===== config.mk =====
export PLATFORM = sky130hd
export DESIGN_NAME = frame_capture_ctrl
export DESIGN_NICKNAME = d
export VERILOG_FILES = /design/src/rtl/frame_capture_ctrl.sv
export SDC_FILE = /design/constraint.sdc
export NUM_CORES = 1
export LEC_CHECK = 0
export ABC_CLOCK_PERIOD_IN_PS = 2700
export CORE_MARGIN = 2
export CORE_UTILIZATION = 51
export CTS_CLUSTER_DIAMETER = 120
export DETAILED_ROUTE_END_ITERATION = 6
export PLACE_DENSITY = 0.84
export SETUP_SLACK_MARGIN = 0.02
export SYNTH_ARGS = -nofsm -noshare
export SYNTH_HDL_FRONTEND = slang
export SYNTH_SLANG_ARGS = --single-unit
export TNS_END_PERCENT = 50

===== constraint.sdc =====
create_clock -name clk -period 2.7 [get_ports clk]
set_clock_uncertainty 0.15 [all_clocks]
set_input_delay 0.405 -clock clk [delete_from_list [all_inputs] [get_ports clk]]
set_output_delay 0.405 -clock clk [all_outputs]
set_load 0.03 [all_outputs]

===== src/rtl/frame_capture_ctrl.sv =====
// Camera frame capture sequencer: windows the pixel stream into a 120x120
// ping-pong frame buffer pair and swaps banks at end of frame under a reader lock.
module frame_capture_ctrl #(
  parameter int WIDTH      = 120,
  parameter int HEIGHT     = 120,
  parameter bit CONTINUOUS = 1'b0
) (
  input  logic        clk,
  input  logic        reset,
  input  logic        capture,
  input  logic        vref,
  input  logic        href,
  input  logic        pix_valid,
  input  logic [15:0] pixel,
  input  logic        rd_lock,
  output logic        wren,
  output logic [14:0] wraddr,
  output logic [15:0] wrdata,
  output logic        wr_bank,
  output logic        rd_bank,
  output logic        frame_done,
  output logic        busy,
  output logic [7:0]  frame_count
);

  localparam logic [2:0] S_IDLE    = 3'd0;
  localparam logic [2:0] S_ARM     = 3'd1;
  localparam logic [2:0] S_SYNC    = 3'd2;
  localparam logic [2:0] S_CAPTURE = 3'd3;
  localparam logic [2:0] S_SWAP    = 3'd4;

  localparam logic [9:0] WIDTH_L  = 10'(WIDTH);
  localparam logic [9:0] HEIGHT_L = 10'(HEIGHT);

  function automatic logic [9:0] sat_inc(input logic [9:0] v);
    return (v == 10'd1023) ? v : v + 10'd1;
  endfunction

  logic [2:0]  state_q, state_d;
  logic        vref_d_q, vref_d_d;
  logic        href_d_q, href_d_d;
  logic [9:0]  x_q, x_d;
  logic [9:0]  y_q, y_d;
  logic        first_line_q, first_line_d;
  logic        wren_q, wren_d;
  logic [14:0] wraddr_q, wraddr_d;
  logic [15:0] wrdata_q, wrdata_d;
  logic        wr_bank_q, wr_bank_d;
  logic        frame_done_q, frame_done_d;
  logic [7:0]  frame_count_q, frame_count_d;

  logic        vref_rise, href_rise;
  logic [9:0]  x_eff, y_eff;

  assign vref_rise = vref & ~vref_d_q;
  assign href_rise = href & ~href_d_q;

  always_comb begin
    state_d       = state_q;
    vref_d_d      = vref;
    href_d_d      = href;
    x_d           = x_q;
    y_d           = y_q;
    first_line_d  = first_line_q;
    wren_d        = 1'b0;
    wraddr_d      = wraddr_q;
    wrdata_d      = wrdata_q;
    wr_bank_d     = wr_bank_q;
    frame_done_d  = 1'b0;
    frame_count_d = frame_count_q;
    x_eff         = x_q;
    y_eff         = y_q;

    case (state_q)
      S_IDLE: begin
        if (capture) state_d = S_ARM;
      end
      S_ARM: begin
        if (vref_rise) state_d = S_SYNC;
      end
      S_SYNC: begin
        if (!vref) begin
          state_d      = S_CAPTURE;
          x_d          = 10'd0;
          y_d          = 10'd0;
          first_line_d = 1'b1;
        end
      end
      S_CAPTURE: begin
        if (vref_rise) begin
          state_d = S_SWAP;
        end else begin
          // A line start coincident with a pixel places that pixel at column 0.
          if (href_rise) begin
            x_eff = 10'd0;
            if (first_line_q) first_line_d = 1'b0;
            else              y_eff = sat_inc(y_q);
          end
          x_d = x_eff;
          y_d = y_eff;
          if (pix_valid && href) begin
            if ((x_eff < WIDTH_L) && (y_eff < HEIGHT_L)) begin
              wren_d   = 1'b1;
              wraddr_d = {y_eff[6:0], x_eff[6:0]};
              wrdata_d = pixel;
            end
            x_d = sat_inc(x_eff);
          end
        end
      end
      S_SWAP: begin
        if (!rd_lock) begin
          wr_bank_d     = ~wr_bank_q;
          frame_done_d  = 1'b1;
          frame_count_d = frame_count_q + 8'd1;
          state_d       = CONTINUOUS ? S_ARM : S_IDLE;
        end
      end
      default: state_d = S_IDLE;
    endcase
  end

  always_ff @(posedge clk) begin
    if (reset) begin
      state_q       <= S_IDLE;
      vref_d_q      <= 1'b0;
      href_d_q      <= 1'b0;
      x_q           <= 10'd0;
      y_q           <= 10'd0;
      first_line_q  <= 1'b0;
      wren_q        <= 1'b0;
      wraddr_q      <= 15'd0;
      wrdata_q      <= 16'd0;
      wr_bank_q     <= 1'b0;
      frame_done_q  <= 1'b0;
      frame_count_q <= 8'd0;
    end else begin
      state_q       <= state_d;
      vref_d_q      <= vref_d_d;
      href_d_q      <= href_d_d;
      x_q           <= x_d;
      y_q           <= y_d;
      first_line_q  <= first_line_d;
      wren_q        <= wren_d;
      wraddr_q      <= wraddr_d;
      wrdata_q      <= wrdata_d;
      wr_bank_q     <= wr_bank_d;
      frame_done_q  <= frame_done_d;
      frame_count_q <= frame_count_d;
    end
  end

  assign wren        = wren_q;
  assign wraddr      = wraddr_q;
  assign wrdata      = wrdata_q;
  assign wr_bank     = wr_bank_q;
  assign rd_bank     = ~wr_bank_q;
  assign frame_done  = frame_done_q;
  assign busy        = (state_q != S_IDLE);
  assign frame_count = frame_count_q;

endmodule


Yosys cells after proc, flatten, opt, wreduce, memory -nomap -nowiden
Index checks and enable logic that the tools add are counted.

Flip-flop bits (word level): 67. Input port bits: 23. Output and inout bits: 44. Word-level logic and storage cells: 79.

$add $sub $neg: 3. Magnitude comparators: 2. Equality and inequality tests: 13. Multiplexer cells: 27. Bitwise gates (word level): 10. Reductions and logical operators: 12.

Operators by type and width (number): $mux W10 (13); $pmux W10 S2 (2); $add A10 B1 Y10 const B (2); $eq A10 B10 Y1 const B (2); $lt A10 B7 Y1 const B (2); $mux W3 (5); $pmux W3 S5 (1); $ne A2 B2 Y1 const B (7); $add A8 B1 Y8 const B (1); $not A1 Y1 (8); $reduce_and A4 Y1 (2); $eq A3 B2 Y1 const B (2); $mux W1 (5); $reduce_and A5 Y1 (1); $reduce_or A4 Y1 (1); $eq A3 B1 Y1 const B (1); $eq A3 B3 Y1 const B (1); $logic_not A3 Y1 (1); $reduce_and A3 Y1 (1); $reduce_bool A3 Y1 (1); $and A1 B1 Y1 (2); $logic_and A1 B1 Y1 (2); $pmux W1 S2 (1); $reduce_and A2 Y1 (1); other kinds (2) (2).

Longest topological paths before layout
Depth in word-level cells: 10. Mapped depth: 9. Gate-level depth less buffers: 8.

Least setup slack after synthesis
OpenSTA, ideal clock, no wires.

Kind: input to register. Start point: input href. End point: register wrdata_q[5], in the netlist wrdata[5]. Library setup time: 0.071 ns. Arrival: 2.322 ns. Data required time: 2.479 ns. Path slack: 0.158 ns. Cell stages on the path: 8. Buffers on the path: 2. Cells stage by stage: or3b_1 buf_6 or3_4 mux2i_1 nor3_1 clkbuf_1 o21ai_0 a21oi_1.

Longest elaborated chain between the ends: 7. Elaborated cells between the ends (all ways): 12. Classes of those cells: order compare (2); mux (6); bitwise (1); reduce/logical (3).

Ends and longest elaborated chain: start: declaration (line 12) `input logic href,`; $and A1 B1 Y1 (line 56) `assign href_rise = href & ~href_d_q;`; $mux W10 (line 94) `if (href_rise) begin`; $mux W10 (line 90) `if (vref_rise) begin`; $mux W10 (line 74) `case (state_q)`; $lt A10 B7 Y1 (line 102) `if ((x_eff < WIDTH_L) && (y_eff < HEIGHT_L)) begin`; $logic_and A1 B1 Y1 (line 102); $reduce_and A4 Y1 (no source line) *; end signal: assignment (line 146) `wrdata_q <= wrdata_d;`; end: declaration (line 47) `logic [15:0] wrdata_q, wrdata_d;`.

Every way passes the cells marked *; elsewhere a longest branch is shown, timed or not. The select of a mux whose other input is x is not followed. A chain may end at the register's enable or synchronous reset.

Final worst setup path
Start point: register first_line_q. End point: register wraddr_q[2], in the netlist wraddr[2].

Longest elaborated chain between the ends: 7.

Ends and longest elaborated chain: start: declaration (line 44) `logic first_line_q, first_line_d;`; start signal: assignment (line 143) `first_line_q <= first_line_d;`; $mux W10 (line 96) `if (first_line_q) first_line_d = 1'b0;`; $mux W10 (line 94); $mux W10 (line 90); $mux W10 (line 74); $lt A10 B7 Y1 (line 102); $logic_and A1 B1 Y1 (line 102); $reduce_and A4 Y1 (no source line); end signal: assignment (line 145) `wraddr_q <= wraddr_d;`; end: declaration (line 46) `logic [14:0] wraddr_q, wraddr_d;`.

No other way between the ends. The select of a mux whose other input is x is not followed.

==> run_summary.xml <==
<?xml version="1.0" encoding="UTF-8"?>
<metrics>
  <group name="synthesis">
    <metric name="synth_seq_area_share" unit="%">41.1</metric>
    <metric name="synth_flop_cell" unit="">sky130_fd_sc_hd__dfxtp_1</metric>
    <metric name="synth_area" unit="um^2">3270</metric>
    <metric name="syn_area_per_cell" unit="um^2">8.44</metric>
    <metric name="cell_count_after_synthesis" unit="">387</metric>
    <metric name="yosysWarningCount" unit="">0</metric>
    <metric name="syn-num-nets" unit="">413</metric>
    <metric name="synth_cell_type_count" unit="">58</metric>
    <metric name="synth_seq_cells" unit="">67</metric>
    <metric name="synthArstFlopShare" unit="%">0</metric>
    <metric name="synth_enable_flop_cells" unit="">0</metric>
  </group>
  <group name="critical_path">
    <metric name="cp_data_required_time" unit="ns">2.83</metric>
    <metric name="worst_ep_arrival_time" unit="ns">2.68</metric>
    <metric name="startpoint_type" unit="">register</metric>
    <metric name="crit-reg2reg-launch" unit="">first_line_q</metric>
    <metric name="critPathMaxFanout" unit="">4</metric>
    <metric name="reg2regPathDepth" unit="">9</metric>
    <metric name="setup.worst_path.end_class" unit="">register</metric>
    <metric name="timing.setup.critical_path_class" unit="">reg -&gt; reg</metric>
    <metric name="reg2reg_to" unit="">wraddr[2]</metric>
    <metric name="reg2reg_slack" unit="ns">0.15</metric>
  </group>
  <group name="final_layout">
    <metric name="fraction_of_layout_instances_using_a_drive_strength_above_1" unit="%">20.0</metric>
    <metric name="final_area" unit="um^2">4650</metric>
    <metric name="synthToLayoutAreaGrowth" unit="%">42.2</metric>
    <metric name="layout.core_utilization" unit="%">74.0</metric>
    <metric name="final_nets" unit="">510</metric>
    <metric name="antenna-diode-count" unit="">0</metric>
    <metric name="fillerInstances" unit="">454</metric>
  </group>
  <group name="worst_hold_path">
    <metric name="hold_path.class" unit="">in -&gt; reg</metric>
    <metric name="holdCritStartpoint" unit="">href</metric>
    <metric name="hold_path_end" unit="">href_d_q</metric>
    <metric name="worst_hold_path.num_cells" unit="">3</metric>
  </group>
  <group name="grt">
    <metric name="largest_net_degree_at_the_start_of_global_routing" unit="">36</metric>
    <metric name="first_global_vias" unit="">3206</metric>
    <metric name="grt_usage" unit="%">25.5</metric>
    <metric name="total_overflow_reported_by_the_global_router" unit="">0</metric>
    <metric name="global_route_wire_length_before_repair" unit="um">14700</metric>
    <metric name="grt_antenna_before_repair" unit="">0</metric>
  </group>
  <group name="sta">
    <metric name="finalSetupViolations" unit="">0</metric>
    <metric name="period_share" unit="%">94.6</metric>
    <metric name="worst_slew_pin_slew" unit="ns">0.657</metric>
    <metric name="slew_headroom" unit="%">56.2</metric>
    <metric name="period_minus_ws_final" unit="ns">2.55</metric>
    <metric name="finalHoldViolCount" unit="">0</metric>
    <metric name="tns" unit="ns">0</metric>
    <metric name="slew_violations" unit="">0</metric>
    <metric name="clock.fmax" unit="MHz">391</metric>
  </group>
  <group name="floorplan">
    <metric name="floorplan.die_area" unit="um^2">7060</metric>
    <metric name="initial_util" unit="%">52.0</metric>
    <metric name="fp-row-count" unit="">29</metric>
    <metric name="core_area" unit="um^2">6280</metric>
    <metric name="fp.dieH" unit="um">84.0</metric>
    <metric name="top_level_ports" unit="">67</metric>
    <metric name="die_width" unit="um">84.0</metric>
  </group>
  <group name="routing">
    <metric name="drt_pre_antenna_iters" unit="">5</metric>
    <metric name="route.detailed.vias_per_inst" unit="">5.95</metric>
    <metric name="num_vias" unit="">3366</metric>
    <metric name="first_iter_violations" unit="">229</metric>
    <metric name="ant_nets" unit="">0</metric>
    <metric name="routed_wire_length_per_instance" unit="um">16.6</metric>
    <metric name="postRouteWirelength" unit="um">9370</metric>
    <metric name="post-route-drc-count" unit="">0</metric>
  </group>
  <group name="clock_network">
    <metric name="cts-root-buf" unit="">sky130_fd_sc_hd__clkbuf_8</metric>
    <metric name="hold_fix_buffers_at_cts" unit="">0</metric>
    <metric name="cts.reportedPaths.clkPinSlew" unit="ns">0.08</metric>
    <metric name="cts_tree" unit="">yes</metric>
    <metric name="clkLatencyLatePin" unit="ns">0.35</metric>
    <metric name="cts.htree.levels" unit="">3</metric>
    <metric name="numClockSinks" unit="">67</metric>
    <metric name="tritoncts.num_buffers" unit="">9</metric>
    <metric name="ctsLongestPathBuffers" unit="">2</metric>
  </group>
  <group name="power_and_ir_drop">
    <metric name="power_density" unit="nW/um^2">461</metric>
    <metric name="ir_drop" unit="uV">384</metric>
    <metric name="leakage" unit="nW">1.60</metric>
  </group>
  <group name="run">
    <metric name="drv.max_cap_violation_count" unit="">0</metric>
  </group>
  <group name="placement">
    <metric name="dp.final_hpwl" unit="um">5620</metric>
    <metric name="place.port_buffers" unit="">65</metric>
    <metric name="place.gp.congestion" unit="">0.918</metric>
    <metric name="post_dp_area" unit="um^2">4170</metric>
  </group>
  <group name="run_status">
    <metric name="result_of_the_run" unit="">finished clean</metric>
  </group>
</metrics>
==> sequential cells by signal (all words and copies together), names as in the netlist <==
register	cells
wrdata	16
wraddr	14
x_q	10
y_q	10
frame_count	8
state_q	3
first_line_q	1
frame_done	1
href_d_q	1
vref_d_q	1
wr_bank	1
wren	1
==> worst max path at each step <==
stage                  from        end  slack (ns)  depth (start not counted)
2_1_floorplan          href  wrdata[5]        0.16                          8
3_3_place_gp           href  wraddr[7]       -0.41                          9
3_5_place_dp           href  wraddr[7]       -0.49                          9
4_1_cts                href  wrdata[8]        0.03                          8
5_1_grt              y_q[0]  wrdata[1]       -0.02                          9
6_report       first_line_q  wraddr[2]        0.15                          9
==> worst max-delay path: stages, from the launching register on <==
cell and delay [ns]:
sky130_fd_sc_hd__dfxtp_1 0.31, sky130_fd_sc_hd__or3b_4 0.44, sky130_fd_sc_hd__buf_6 0.14, sky130_fd_sc_hd__or3_4 0.38, sky130_fd_sc_hd__mux2i_2 0.20, sky130_fd_sc_hd__buf_4 0.15
sky130_fd_sc_hd__nor3_4 0.04, sky130_fd_sc_hd__buf_4 0.15, sky130_fd_sc_hd__or3_4 0.38, sky130_fd_sc_hd__a21oi_2 0.14
==> final cells by class <==
class | instances | area [um^2] | area share, %
well taps | 77 | 96.3 | 2.07
repair buffers | 114 | 1110 | 23.9
clock inverters | 7 | 116 | 2.50
flip-flops and latches | 67 | 1340 | 28.9
multi-input cells | 285 | 1830 | 39.4
inverters | 7 | 26.3 | 0.565
clock buffers | 9 | 124 | 2.67
==> cell usage after synthesis, drive strengths merged, types with 3 or more instances <==
master   number  area, um^2
and2          5        31.3
a31oi         4        25.0
or3           6        42.5
nor2b         4        25.0
xor2          6        52.6
a211oi        4        35.0
mux2i         6        60.1
nand2b        5        31.3
ha            3        37.5
nand2        21        78.8
a21oi        46         234
o21ai        37         185
nand3        38         195
a2111oi       3        32.5
buf          12         100
nor4          4        46.3
dfxtp        67        1340
clkbuf       16        60.1
inv           7        26.3
a311oi        6        83.8
xnor2         7        61.3
and3          6        37.5
nand4         8        50.1
nor2         30         113
nor3          9        45.0
==> cells in the final DEF, fill, tap and decap left out, types with 8 or more instances in the layout <==
master and instances:
sky130_fd_sc_hd__nor2_1 30, sky130_fd_sc_hd__a21oi_1 38, sky130_fd_sc_hd__o21ai_0 33, sky130_fd_sc_hd__buf_4 41, sky130_fd_sc_hd__nand4_1 8, sky130_fd_sc_hd__nand3_1 37, sky130_fd_sc_hd__nand2_1 21, sky130_fd_sc_hd__dfxtp_1 67
sky130_fd_sc_hd__clkdlybuf4s50_1 63, sky130_fd_sc_hd__clkbuf_8 9
==> layer usage <==
layer | wire (um) | GRT usage (%) | vias to the layer above | part of all wire (%)
li1 | - | - | 1607 | -
met1 | 3910 | 31.0 | 1574 | 42
met2 | 4660 | 42.6 | 164 | 50
met3 | 634 | 6.23 | 21 | 6.8
met4 | 169 | 11.0 | 0 | 1.8
met5 | 0 | 0 | - | 0
==> logic make-up after synthesis <==
kind of cell,count (synthesis),synth area share [%]
buffers and inverters,35,5.71
and+or+nand+nor,148,24.6
muxes,8,2.53
DFF,67,41.1
other,1,0.115
AOI/OAI and AO/OA,112,21.4
adders and majority gates,3,1.15
xor gates and xnor gates,13,3.49
==> stage by stage <==
step	hold slack [ns]	cells	setup slack (ns)	power, mW
after CTS	0.326	560	0.0280	2.16
after floorplan	0.292	387	0.158	1.10
final	0.323	566	0.145	2.14
after global routing	0.337	566	-0.0213	2.22
after detailed placement	0.312	540	-0.488	1.16
after global placement	0.302	540	-0.410	1.16
==> where the power goes <==
group / leakage, nW / internal (mW) / switching [mW]
Clock: 0.119 / 0.611 / 0.384
Combinational: 0.940 / 0.0681 / 0.0779
Sequential: 0.541 / 0.995 / 0.00780
==> timing repair <==
action | 4_1_cts | 5_1_grt
cloned | 2 | 3
hold endpoints to repair | 0 | 0
buffers inserted | 2 | 3
resized for setup | 9 | 23
setup endpoints to repair | 30 | 30
pin swaps | 2 | 3
No activity file was read; power rests on OpenSTA's default activity.
